### src/rtl/medidor_de_frequencia.sv
// medidor_de_frequencia: counts synchronized rising edges of sig_in over a
// gate window of 2^(WIDTH+1) clocks and reports the count plus the tuning
// word (count - 1) that a phase-accumulator generator would have used.
module medidor_de_frequencia #(
  parameter int WIDTH = 8
) (
  input  logic             clk,
  input  logic             rst,
  input  logic             enable,
  input  logic             sig_in,
  output logic [WIDTH:0]   edges,
  output logic [WIDTH-1:0] data_out,
  output logic             valid,
  output logic             no_signal,
  output logic             busy
);

  localparam logic [WIDTH:0] GATE_LAST = '1;

  typedef enum logic {IDLE, MEASURE} state_t;

  state_t state;
  state_t state_next;

  logic sig_m;
  logic sig_s;
  logic sig_d;
  logic rise;

  logic [WIDTH:0]   gate_cnt;
  logic [WIDTH:0]   edge_cnt;
  logic [WIDTH:0]   result_cnt;
  logic [WIDTH:0]   pending;
  logic [WIDTH-1:0] pending_word;
  logic             final_cycle;
  logic             done;

  assign rise = sig_s & ~sig_d;
  assign busy = (state == MEASURE);

  // Two-flop synchronizer plus one delay stage for rising-edge detection; runs regardless of enable.
  always_ff @(posedge clk or negedge rst) begin
    if (!rst) begin
      sig_m <= 1'b0;
      sig_s <= 1'b0;
      sig_d <= 1'b0;
    end else begin
      sig_m <= sig_in;
      sig_s <= sig_m;
      sig_d <= sig_s;
    end
  end

  // State register.
  always_ff @(posedge clk or negedge rst) begin
    if (!rst) begin
      state <= IDLE;
    end else begin
      state <= state_next;
    end
  end

  // Next state: enable keeps us measuring (back-to-back windows), dropping it returns to idle.
  always_comb begin
    state_next = state;
    case (state)
      IDLE:    if (enable)  state_next = MEASURE;
      MEASURE: if (!enable) state_next = IDLE;
      default: state_next = IDLE;
    endcase
  end

  // Detect the last gate cycle and fold in an edge that lands exactly on it.
  always_comb begin
    final_cycle = 1'b0;
    result_cnt  = edge_cnt + {{WIDTH{1'b0}}, rise};
    if (state == MEASURE && gate_cnt == GATE_LAST) begin
      final_cycle = 1'b1;
    end
  end

  // Gate and edge counters: advance while measuring, clear on window end, abort or idle.
  always_ff @(posedge clk or negedge rst) begin
    if (!rst) begin
      gate_cnt <= '0;
      edge_cnt <= '0;
    end else if (state == MEASURE && enable && !final_cycle) begin
      gate_cnt <= gate_cnt + 1'b1;
      edge_cnt <= edge_cnt + {{WIDTH{1'b0}}, rise};
    end else begin
      gate_cnt <= '0;
      edge_cnt <= '0;
    end
  end

  // Capture the finished window's count; results are published one cycle later.
  always_ff @(posedge clk or negedge rst) begin
    if (!rst) begin
      done    <= 1'b0;
      pending <= '0;
    end else begin
      done <= final_cycle;
      if (final_cycle) begin
        pending <= result_cnt;
      end
    end
  end

  // Tuning word is count minus one; the low WIDTH bits suffice since count never exceeds 2^WIDTH.
  always_comb begin
    pending_word = '0;
    if (pending != '0) begin
      pending_word = pending[WIDTH-1:0] - {{(WIDTH-1){1'b0}}, 1'b1};
    end
  end

  // Result registers and the one-cycle valid pulse.
  always_ff @(posedge clk or negedge rst) begin
    if (!rst) begin
      valid     <= 1'b0;
      edges     <= '0;
      data_out  <= '0;
      no_signal <= 1'b0;
    end else begin
      valid <= done;
      if (done) begin
        edges     <= pending;
        data_out  <= pending_word;
        no_signal <= (pending == '0);
      end
    end
  end

endmodule

### config.mk
export PLATFORM = sky130hd
export DESIGN_NAME = medidor_de_frequencia
export DESIGN_NICKNAME = d
export VERILOG_FILES = /design/src/rtl/medidor_de_frequencia.sv
export SDC_FILE = /design/constraint.sdc
export NUM_CORES = 1
export LEC_CHECK = 0
export ABC_CLOCK_PERIOD_IN_PS = 2700
export BUFFER_PORTS_ARGS = -buffer_cell sky130_fd_sc_hd__buf_4
export CORE_ASPECT_RATIO = 1.75
export CORE_UTILIZATION = 60
export CTS_BUF_LIST = sky130_fd_sc_hd__clkbuf_8
export CTS_CLUSTER_DIAMETER = 100
export DETAILED_ROUTE_END_ITERATION = 7
export MAX_ROUTING_LAYER = met4
export PLACE_DENSITY = 0.81
export SLEW_MARGIN = 15
export SYNTH_ARGS = -nofsm -noshare
export SYNTH_HDL_FRONTEND = slang
export SYNTH_SLANG_ARGS = --single-unit
### constraint.sdc
create_clock -name clk -period 2.7 [get_ports clk]
set_clock_uncertainty 0.1 [all_clocks]
set_input_delay 0 -clock clk [delete_from_list [all_inputs] [get_ports clk]]
set_output_delay 0 -clock clk [all_outputs]
set_load 0.02 [all_outputs]
==> results.py <==
metrics = {
    "outcome": {
        "status": "complete, no violations",
    },
    "layout": {
        "fin_nets": 229,
        "fill_cells": 252,
        "diodes": 0,
        "final_util_pct": 73.0,
        "drive_above_1_share_pct": 20.0,
        "design_area_um2": 2480,
        "area_delta_synth_final_pct": 14.8,
    },
    "sta": {
        "max_slew_margin_pct": 57.4,
        "final_max_slew_viol_count": 0,
        "finalHoldViolations": 0,
        "rsz0062_at_grt": "no",
        "holdWs_ps": 154,
        "fmax_mhz": 472,
        "fin_crit_ps": 2120,
        "timing.final.ws_setup_ps": 581,
        "tightest_slew_ps": 637,
        "setup_tns_ps": 0,
        "fin_crit_sh_pct": 78.5,
        "setup_viol": 0,
    },
    "clock_tree": {
        "hold_buffers": 3,
        "cts_resized": 0,
        "cts_inserted_buffers": 5,
        "cts_tree": "built",
        "clkSinkCount": 51,
        "h-tree-depth": 2,
        "path_clk_slew_ps": 90,
        "clock_path_buffers": 2,
        "cts_root_buffer": "clkbuf_8",
        "clock_latency_ps": 300,
        "cts_setup_buffers": 0,
    },
    "pwr": {
        "peakVddDrop_mv": 0.476,
        "powerDensity_nw_per_um2": 490,
        "p_leak_nw": 1.18,
    },
    "yosys": {
        "synthCells": 190,
        "ys_warn_count": 0,
        "syn_area_per_cell_um2": 11.4,
        "synth_nets": 200,
        "synth_area_um2": 2160,
        "yosysMostFrequentCell": "dfrtp_1",
        "ys_types": 37,
        "synth_area_leader_cell": "dfrtp_1",
        "synth_top_area_share_pct": 59.1,
        "ys_ff_latch": 51,
        "ys.flop_type": "dfrtp_1",
        "synth_common_cells": "dfrtp_1, nor2_1, inv_1, o21ai_0, nand2_1",
        "synthTopCellsByArea": "dfrtp_1, mux2_2, ha_1",
        "yosysSeqAreaShare_pct": 59.1,
        "synth_edf_count": 0,
        "async_flop_share_pct": 100,
    },
    "detailed_routing": {
        "detail_route.wl_per_cell_um": 15.6,
        "drt_iter0_markers": 39,
        "drt_wl_total_mm": 4.14,
        "routed-via-count": 1493,
        "drc_errors": 0,
        "post_drt_via_cell_ratio": 5.63,
        "antenna_left": 0,
        "first_pass_iters": 4,
    },
    "die": {
        "rows": 28,
        "io_pins": 24,
        "core_area_um2": 3400,
        "start_util_pct": 63.6,
        "dieArea_um2": 3850,
        "die_height_um": 81.4,
        "die_w_um": 47.4,
    },
    "placement": {
        "pre_cts_ws_ps": 627,
        "io_buffers": 23,
        "placed_area_um2": 2370,
        "hpwl_mm": 3.08,
        "place_congestion": 0.846,
    },
    "grt": {
        "grt.overflow.total": 0,
        "antenna_found_initial": 0,
        "grt_pass1_wl_mm": 6.61,
        "grt_max_degree": 52,
        "first_global_vias": 1496,
        "grt_usage_pct": 25.6,
    },
    "worst_setup_path": {
        "start_kind": "flop",
        "required_ps": 2800,
        "critPathMaxFanout": 18,
        "critPathArrivalTime_ps": 2220,
        "crit_path_end_kind": "flop",
        "crit_type": "reg2reg",
    },
    "flow_run": {
        "maxCapViolCount": 0,
    },
    "hold_path": {
        "hp-class": "in2async",
    },
}
## cell type report
type / instances / area [um2] / share of cell area [%]
Multi-Input combinational cell: 120 / 805 / 32.4
Inverter: 14 / 52.6 / 2.12
Tap cell: 45 / 56.3 / 2.27
Clock buffer: 5 / 68.8 / 2.77
Clock inverter: 3 / 12.5 / 0.504
Sequential cell: 51 / 1280 / 51.4
Timing Repair Buffer: 27 / 210 / 8.47
## per-layer routing
layer  wire length [um]  vias up  global-route usage, %
met5                  0        -                      -
met4                132        0                   14.0
met3                129       12                   5.78
met2               2400       34                   44.2
met1               1490      725                   24.5
li1                   -      722                      -
## critical path, stage by stage (launching register included)
cell      delay, ps
dfrtp_1         420
ha_1            250
nand3_1         160
nor3_1           70
ha_1            180
nand3b_1        510
a21oi_1         320
## cell families after synthesis
kind of cell / Yosys count / synth area share, %
buffers and inverters: 19 / 3.71
multiplexers: 10 / 5.21
flip-flops: 51 / 59.1
AO/OA/AOI/OAI: 37 / 10.5
adder cells (fa/ha/maj): 6 / 3.47
AND/OR/NAND/NOR: 58 / 14.4
XOR/XNOR: 9 / 3.65
## final timing paths
| path | startpoint | to | slack, ps | cells past startpoint |
|---|---|---|---|---|
| max in group asynchronous | rst | gate_cnt[7]$_DFF_PN0_ | 1920 | 2 |
| worst max-delay path | gate_cnt[0]$_DFF_PN0_ | edge_cnt[8]$_DFF_PN0_ | 580 | 6 |
| worst min-delay path | rst | edges[5]$_DFFE_PN0P_ | 150 | 2 |
| min in group clk | sig_in | sig_m$_DFF_PN0_ | 250 | 2 |
| worst min register to register | sig_m$_DFF_PN0_ | sig_s$_DFF_PN0_ | 260 | 0 |
| worst max register to register | gate_cnt[0]$_DFF_PN0_ | edge_cnt[8]$_DFF_PN0_ | 580 | 6 |
## registers in the layout (all words and copies together) (netlist names)
name,cells
edge_cnt,9
edges,9
gate_cnt,9
pending,9
data_out,8
busy,1
done,1
no_signal,1
sig_d,1
sig_m,1
sig_s,1
valid,1
## placed cells by master, fill, tap and decap left out, drive strengths merged, types with 3 or more instances in the layout
| cell type | instances |
|---|---|
| nor2 | 17 |
| a31oi | 6 |
| o21ai | 13 |
| dlygate4sd3 | 3 |
| inv | 15 |
| nand2 | 11 |
| nand3 | 8 |
| clkbuf | 5 |
| mux2 | 10 |
| or3 | 8 |
| dfrtp | 51 |
| ha | 6 |
| xor2 | 5 |
| nor3 | 4 |
| buf | 24 |
| a21oi | 8 |
| xnor2 | 4 |
| o31ai | 3 |
## per-stage QoR
stage | cells | power, mW
after floorplan | 190 | 0.795
after global placement | 254 | 0.815
after detailed placement | 254 | 0.817
after CTS | 265 | 1.23
after global routing | 265 | 1.26
final | 265 | 1.22
## power by group
| part | internal, mW | leakage [nW] | switching (mW) |
|---|---|---|---|
| Combinational | 0.00969 | 0.430 | 0.0235 |
| Sequential | 0.768 | 0.702 | 0.00327 |
| Clock | 0.175 | 0.0505 | 0.236 |
No activity file was read; power rests on OpenSTA's default activity.
